$ cat config.mk
export PLATFORM = sky130hd
export DESIGN_NAME = multi_button_debouncer
export DESIGN_NICKNAME = d
export VERILOG_FILES = /design/src/rtl/debounce_pkg.sv /design/src/rtl/debounce_channel.sv /design/src/rtl/multi_button_debouncer.sv
export SDC_FILE = /design/constraint.sdc
export NUM_CORES = 1
export LEC_CHECK = 0
export ABC_AREA = 1
export CORE_ASPECT_RATIO = 0.9
export CORE_MARGIN = 3
export CORE_UTILIZATION = 60
export DETAILED_ROUTE_END_ITERATION = 16
export GPL_ROUTABILITY_DRIVEN = 0
export PLACE_DENSITY_LB_ADDON = 0.3
export SETUP_SLACK_MARGIN = 0.1
export SKIP_CTS_REPAIR_TIMING = 1
export SYNTH_ARGS = -nofsm -noshare
export SYNTH_HDL_FRONTEND = slang
export SYNTH_SLANG_ARGS = --single-unit
$ cat constraint.sdc
create_clock -name clk -period 4.25 [get_ports clk]
set_input_delay 0.6375 -clock clk [delete_from_list [all_inputs] [get_ports clk]]
set_output_delay 0.6375 -clock clk [all_outputs]
set_load 0.02 [all_outputs]
$ cat src/rtl/debounce_pkg.sv
// Shared state encoding, board timing defaults and a parameter bound helper
// for the push-button debouncer.
package debounce_pkg;

  localparam logic [1:0] ST_IDLE         = 2'd0;
  localparam logic [1:0] ST_PRESS_WAIT   = 2'd1;
  localparam logic [1:0] ST_HELD         = 2'd2;
  localparam logic [1:0] ST_RELEASE_WAIT = 2'd3;

  // 100 MHz board build: 5 ms qualification, 500 ms first repeat, 100 ms period
  localparam int PRESS_CYCLES_HW   = 500_000;
  localparam int RELEASE_CYCLES_HW = 500_000;
  localparam int REPEAT_DELAY_HW   = 50_000_000;
  localparam int REPEAT_PERIOD_HW  = 10_000_000;

  // True when v is representable in an unsigned counter of width w
  function automatic bit fits(input int v, input int w);
    return longint'(v) < (longint'(1) << w);
  endfunction

endpackage

$ cat src/rtl/debounce_channel.sv
// One button channel: 2-flop synchroniser, press/release qualification FSM,
// registered level and one-cycle press/release/repeat pulses.
module debounce_channel
  import debounce_pkg::*;
#(
  parameter int CNT_W          = 20,
  parameter int PRESS_CYCLES   = 5,
  parameter int RELEASE_CYCLES = 5,
  parameter int REPEAT_EN      = 0,
  parameter int RPT_W          = 27,
  parameter int REPEAT_DELAY   = 20,
  parameter int REPEAT_PERIOD  = 8
) (
  input  logic clk,
  input  logic reset_n,
  input  logic btn,
  output logic level,
  output logic press,
  output logic release_pulse,
  output logic repeat_pulse,
  output logic press_set      // press about to be registered this edge
);

  localparam logic [CNT_W-1:0] PRESS_LAST   = CNT_W'(PRESS_CYCLES - 1);
  localparam logic [CNT_W-1:0] RELEASE_LAST = CNT_W'(RELEASE_CYCLES - 1);
  localparam logic [RPT_W-1:0] DELAY_LAST   = RPT_W'(REPEAT_DELAY - 1);
  localparam logic [RPT_W-1:0] PERIOD_LAST  = RPT_W'(REPEAT_PERIOD - 1);

  logic [1:0]       sync;
  logic             btn_s;
  logic [1:0]       state;
  logic [CNT_W-1:0] qcnt;
  logic [RPT_W-1:0] rcnt;
  logic             rpt_armed;  // first repeat already issued in this hold
  logic             rpt_hit;

  assign btn_s     = sync[1];
  assign press_set = (state == ST_PRESS_WAIT) && btn_s && (qcnt == PRESS_LAST);
  assign rpt_hit   = rpt_armed ? (rcnt == PERIOD_LAST) : (rcnt == DELAY_LAST);

  // Two-flop synchroniser for the asynchronous pin
  always_ff @(posedge clk or negedge reset_n) begin
    if (!reset_n) sync <= 2'b00;
    else          sync <= {sync[0], btn};
  end

  // Qualification FSM with counters and registered outputs
  always_ff @(posedge clk or negedge reset_n) begin
    if (!reset_n) begin
      state         <= ST_IDLE;
      qcnt          <= '0;
      rcnt          <= '0;
      rpt_armed     <= 1'b0;
      level         <= 1'b0;
      press         <= 1'b0;
      release_pulse <= 1'b0;
      repeat_pulse  <= 1'b0;
    end else begin
      press         <= 1'b0;
      release_pulse <= 1'b0;
      repeat_pulse  <= 1'b0;
      case (state)
        ST_IDLE: begin
          if (btn_s) begin
            qcnt  <= CNT_W'(1);
            state <= ST_PRESS_WAIT;
          end
        end
        ST_PRESS_WAIT: begin
          if (!btn_s) begin
            qcnt  <= '0;
            state <= ST_IDLE;
          end else if (press_set) begin
            state     <= ST_HELD;
            level     <= 1'b1;
            press     <= 1'b1;
            rcnt      <= '0;
            rpt_armed <= 1'b0;
          end else begin
            qcnt <= qcnt + CNT_W'(1);
          end
        end
        ST_HELD: begin
          // Leaving HELD wins over a repeat due on the same edge
          if (!btn_s) begin
            qcnt  <= CNT_W'(1);
            state <= ST_RELEASE_WAIT;
          end else if (REPEAT_EN != 0) begin
            if (rpt_hit) begin
              repeat_pulse <= 1'b1;
              rcnt         <= '0;
              rpt_armed    <= 1'b1;
            end else begin
              rcnt <= rcnt + RPT_W'(1);
            end
          end
        end
        default: begin  // ST_RELEASE_WAIT; rcnt frozen so glitches keep repeat phase
          if (btn_s) begin
            state <= ST_HELD;
          end else if (qcnt == RELEASE_LAST) begin
            state         <= ST_IDLE;
            level         <= 1'b0;
            release_pulse <= 1'b1;
          end else begin
            qcnt <= qcnt + CNT_W'(1);
          end
        end
      endcase
    end
  end

endmodule

$ cat src/rtl/multi_button_debouncer.sv
// N-channel push-button debouncer. release/repeat are SystemVerilog keywords,
// so those outputs carry a _pulse suffix.
module multi_button_debouncer
  import debounce_pkg::*;
#(
  parameter int N_CH           = 5,
  parameter int CNT_W          = 20,
  parameter int PRESS_CYCLES   = 5,
  parameter int RELEASE_CYCLES = 5,
  parameter int REPEAT_EN      = 0,
  parameter int RPT_W          = 27,
  parameter int REPEAT_DELAY   = 20,
  parameter int REPEAT_PERIOD  = 8
) (
  input  logic            clk,
  input  logic            reset_n,
  input  logic [N_CH-1:0] btn,
  output logic [N_CH-1:0] level,
  output logic [N_CH-1:0] press,
  output logic [N_CH-1:0] release_pulse,
  output logic [N_CH-1:0] repeat_pulse,
  output logic            any_press
);

  // Bounds that keep every counter compare reachable (no wrap)
  if (PRESS_CYCLES < 2 || !fits(PRESS_CYCLES, CNT_W))
    $error("PRESS_CYCLES out of range for CNT_W");
  if (RELEASE_CYCLES < 2 || !fits(RELEASE_CYCLES, CNT_W))
    $error("RELEASE_CYCLES out of range for CNT_W");
  if (REPEAT_DELAY < 1 || !fits(REPEAT_DELAY, RPT_W))
    $error("REPEAT_DELAY out of range for RPT_W");
  if (REPEAT_PERIOD < 1 || !fits(REPEAT_PERIOD, RPT_W))
    $error("REPEAT_PERIOD out of range for RPT_W");

  logic [N_CH-1:0] press_set;

  for (genvar i = 0; i < N_CH; i++) begin : g_ch
    debounce_channel #(
      .CNT_W(CNT_W), .PRESS_CYCLES(PRESS_CYCLES), .RELEASE_CYCLES(RELEASE_CYCLES),
      .REPEAT_EN(REPEAT_EN), .RPT_W(RPT_W),
      .REPEAT_DELAY(REPEAT_DELAY), .REPEAT_PERIOD(REPEAT_PERIOD)
    ) u_ch (
      .clk(clk), .reset_n(reset_n), .btn(btn[i]),
      .level(level[i]), .press(press[i]),
      .release_pulse(release_pulse[i]), .repeat_pulse(repeat_pulse[i]),
      .press_set(press_set[i])
    );
  end

  // OR of the next-cycle press terms so any_press lines up with press
  always_ff @(posedge clk or negedge reset_n) begin
    if (!reset_n) any_press <= 1'b0;
    else          any_press <= |press_set;
  end

endmodule

; Word level (Yosys, flattened, before mapping)
; Cells that the tools add are included.
[op_classes]
magnitude_cmp = 0
n_eq_ne = 60
bitwise = 5
shifts = 0
mul = 0
mux = 125
div_mod_pow = 0
n_addsub = 5
reduce_logical = 51
[op_table]
columns = operator, count
row1 = $mux 20, 30
row2 = $pmux 20 s3, 5
row3 = $add 20x1->20 const B, 5
row4 = $eq 20x3->1 const B, 5
row5 = $mux 2, 30
row6 = $mux 1, 50
row7 = $reduce_and 5->1, 10
row8 = $ne 2x1->1 const B, 15
row9 = $ne 3x3->1 const B, 10
row10 = $pmux 2 s3, 5
row11 = $ne 2x2->1 const B, 10
row12 = $ne 4x3->1 const B, 5
row13 = $reduce_and 4->1, 5
row14 = $reduce_bool 4->1, 5
row15 = $ne 3x2->1 const B, 5
row16 = $reduce_or 3->1, 5
row17 = $eq 2x1->1 const B, 5
row18 = $eq 2x2->1 const B, 5
row19 = $logic_and 1x1->1, 10
row20 = $logic_not 2->1, 5
row21 = $pmux 1 s2, 5
row22 = $reduce_bool 2->1, 5
row23 = $reduce_or 2->1, 5
row24 = $not 1->1, 5
row25 = $reduce_or 5->1, 1
[word_totals]
mem_bits_rw = 0
regBits = 136
latchBits = 0
memories = 0
romBits = 0
input_bits = 7
out_inout_bits = 21
word_cells = 277

; Longest topological paths before layout
[logic_depth]
word_depth = 6
depth_mapped = 12
mapped_depth_nobuf = 11

; Cells and area by module
; Synthesis repeated with hierarchy kept, for this count alone.
[hier_totals]
cells_unflattened = 1242
area_unflattened_um2 = 8531.9
[modules_own_cells]
columns = module, cells_each, n_inst, area_per_inst_um2, seq_area_each_um2
row1 = debounce_channel (g_ch[0].u_ch ...), 247, 4, 1689.1, 675.6
row2 = debounce_channel (g_ch[4].u_ch), 249, 1, 1734.2, 675.6
row3 = multi_button_debouncer, 5, 1, 41.3, 25.0

; Worst setup path before layout
; OpenSTA, ideal clock, no wires.
[synth_timing]
path_type = reg2reg
startpoint = reg g_ch[3].u_ch.qcnt[0]
endpoint = reg g_ch[3].u_ch.qcnt[12]
setup_ns = 0.119
synth_period_minus_slack_ns = 1.574
slack_ns = 2.676
path_buffers = 1
stages_incl_launch_ff = 11
required_time_ns = 4.131
arrival_ns = 1.455
path_cell_list = dfrtp_1 -> inv_1 -> ha_1 -> nand3_1 -> nor2_1 -> nand3_1 -> nand2_2 -> nand3_4 -> buf_2 -> a21oi_1 -> nor2_1
[synth_between]
elab_chain_len = 4
elab_cells_between_ends = 11
classes_between = add/sub: 1 / eq/ne: 3 / mux: 5 / reduce/logical: 2
[synth_rtl]
columns = element, line_no
row1 = start: declaration, debounce_channel.sv:32  ; logic [CNT_W-1:0] qcnt;
row2 = start signal: assignment, debounce_channel.sv:80  ; qcnt <= qcnt + CNT_W'(1);
row3 = start signal: assignment, debounce_channel.sv:106  ; qcnt <= qcnt + CNT_W'(1);
row4 = $add 20x1->20 or $eq 20x3->1 (tied branches), -
row5 = "$mux 20, or another cell as far along", debounce_channel.sv:101  ; end else if (qcnt == RELEASE_LAST) begin
row6 = "$mux 20, or another cell as far along", debounce_channel.sv:99  ; if (btn_s) begin
row7 = $pmux 20 s3 or $reduce_and 5->1 (tied branches), -
; Parallel ways exist; a longest one is shown, timed or not. The select of a mux whose other input is x is not followed.
; A chain may end at the register's enable or synchronous reset.

==> metrics.md <==
| Metric | Value |
|---|---|
| Filler cells | `1133` |
| Vias in the first global route | `7392` |
| Vias per inst | `5.58` |
| Slew HR | `49.2%` |
| Detail Placement HPWL | `13.8 mm` |
| Clk pin slew, worst setup/hold paths | `60 ps` |
| Startpoint Class | `flop` |
| Port bufs | `22` |
| Io pins | `28` |
| YS warnings | `0` |
| Max-Cap Viols | `0` |
| Critical-path cell list | `nor2_2 > inv_1 > nand2_1 > nor2_1 > nand2_1 > nand3_1 > inv_2 > o21ai_0` |
| Outcome | `complete, no violations` |
| Area occupied by multi-input gates | `0.00431 mm^2` |
| Routed wire length | `19.8 mm` |
| CP arrival | `2710 ps` |
| Clock buffer depth | `2` |
| Setup_tns | `0 ps` |
| Leak | `4.43 nW` |
| Synth-to-Final Area Change | `9.19%` |
| Clock Skew | `8.73 ps` |
| Reg area | `0.00340 mm^2` |
| Core footprint | `0.0137 mm^2` |
| PwrDens | `479 mW/mm^2` |
| Slowest CP cell | `nand3_1` |
| Initial Utilization | `62.7%` |
| Worst setup margin | `1840 ps` |
| Synth cell types | `41` |
| Root Driver | `clkbuf_16` |
| Clk_lat worst skew | `430 ps` |
| Buf/Inv on CP | `2` |
| CTS tree | `built` |
| Critical path's most frequent cell | `nand2_1` |
| RSZ-0062 raised after global routing | `false` |
| Kind of cell adding the most delay to the critical path | `simple AND/OR/NAND/NOR gates` |
| GR Layer Usage met3 | `5.41%` |
| # setup viols final | `0` |
| Die footprint | `0.0158 mm^2` |
| Layout cells sized above 1 | `5.25%` |
| CTS HTree Levels | `4` |
| Design Area, Final | `0.00936 mm^2` |
| Worst hold path class | `in2async` |
| Fmax | `0.414 GHz` |
| CP Capture Type | `flop` |
| Hold Vio Cnt, Final | `0` |
| Post-Synthesis Cells | `1211` |
| Seq/Total Area, Yosys | `39.7%` |
| DR pass1 iterations | `6` |
| Met2 global-route usage | `41.2%` |
| Chip height | `119 um` |
| Worst-margin pin slew | `759 ps` |
| GR peak layer | `met2` |
| Residual DRC count | `0` |
| Mean Syn Cell Area | `7.08 um^2` |
| Final period util | `56.8%` |
| Met1 Use GR | `36.7%` |
| Largest net degree at the start of global routing | `78` |
| Total power | `4.48 mW` |
| CTS Sinks | `136` |
| Syn Std Cell Area | `0.00857 mm^2` |
| Routed Antenna Nets | `0` |
| Initial DRC Count | `821` |
| DP Worst Slack | `1930 ps` |
| Drt wl/cell | `14.1 um` |
| Grt ovf | `0` |
| Peak VDD IR | `624 uV` |
| Kind of critical path | `reg2reg` |
| All-Layer GR Usage | `26.3%` |
| Die Span X | `132 um` |
| Ant. Diodes | `0` |
| Max-slew violations | `0` |
| Top fanout value on the critical path | `21` |
| Cell Area, Placed | `0.00870 mm^2` |
| First-pass GRT wire length | `34.5 mm` |
| Rows | `40` |
| Final Critical Period | `2410 ps` |
| Register bit count reported by yosys | `136` |
| CP required | `4550 ps` |
| Final net count | `1222` |
| Initial antenna violation count | `0` |
| Via count | `7856` |
| Critical path's largest stage delay | `540 ps` |
| CTS buffer count | `17` |
-- per-stage QoR --
stage	utilization [%]	hold slack, ps	cells
floorplan	-	331	1215
global placement	63.7	332	1375
detailed placement	63.7	335	1375
global route	68.5	292	1407
CTS	68.5	265	1407
finish	68.5	241	1407
-- cells in the mapped netlist, drive strengths merged --
master / n / area share [%]
o211ai: 14 / 1.2
nand2: 344 / 15
ha: 10 / 1.5
nand3: 85 / 5.5
a21oi: 37 / 2.2
xnor2: 9 / 0.92
a21o: 1 / 0.088
nor3: 23 / 1.5
dfrtp: 136 / 40
or2: 5 / 0.39
buf: 42 / 3.7
o21ai: 60 / 3.8
clkbuf: 11 / 0.48
xor2: 24 / 2.5
a31oi: 1 / 0.073
nand4: 27 / 2.0
a22oi: 2 / 0.18
inv: 136 / 6.0
o31ai: 1 / 0.088
clkinv: 1 / 0.044
nor2: 204 / 9.3
o2111ai: 29 / 3.0
a21boi: 1 / 0.088
conb: 1 / 0.044
a211oi: 7 / 0.61
-- cell usage in the layout, fill, tap and decap left out, types with 24 or more instances in the layout --
master and instances:
nand2_1 339, nor2_1 197, dfrtp_1 136, inv_1 129, nand3_1 80, o21ai_0 51, a21oi_1 37, o2111ai_1 29
nand4_1 27, xor2_1 24
-- routing by layer --
layer | up-vias | wire length [um] | part of all wire [%]
li1 | 3902 | - | -
met1 | 3582 | 9050 | 46
met2 | 328 | 8940 | 45
met3 | 44 | 1380 | 6.9
met4 | 0 | 421 | 2.1
met5 | - | 0 | 0
-- sequential cells by signal, summed over array words and instances (netlist names), named ones only --
name / cells
g_ch.u_ch.state: 5
g_ch.u_ch.qcnt: 100
g_ch.u_ch.release_pulse: 5
g_ch.u_ch.press: 5
g_ch.u_ch.level: 5
any_press: 1
g_ch.u_ch.sync: 10
-- worst paths after layout --
path / endpoint / slack, ps / cells past startpoint
worst min register to register: g_ch[0].u_ch.sync[1] / 350 / 0
worst min-delay path: g_ch[0].u_ch.qcnt[4] / 240 / 1
worst max-delay path: g_ch[1].u_ch.qcnt[10] / 1840 / 8
worst max register to register: g_ch[1].u_ch.qcnt[10] / 1840 / 8
max in group asynchronous: g_ch[2].u_ch.qcnt[8] / 3150 / 2
min in group clk: g_ch[0].u_ch.sync[1] / 350 / 0
-- cell families (layout without fill, tap and decap cells) --
family,after synthesis,in the layout,synth area share [%]
AO/OA/AOI/OAI,153,153,11.3
XOR/XNOR,33,33,3.37
adder cells (fa/ha/maj),10,10,1.46
buffers and inverters,190,193,10.2
flip-flops,136,136,39.7
other,1,5,0.0438
AND/OR/NAND/NOR,688,688,33.9
-- final cells by class --
cell class,count,share of cell area (%)
clock buffer,19,4.73
clock inverter,13,2.29
inverter,137,5.50
multi-input combinational,889,46.0
sequential,136,36.4
tap,189,2.53
timing repair buffer,24,2.53
-- power by group --
part	switching (mW)	total (mW)	internal, mW
Clock	0.586	1.65	1.06
Sequential	0.229	1.64	1.41
Combinational	0.858	1.19	0.333
(Power assumes the default switching activity.)
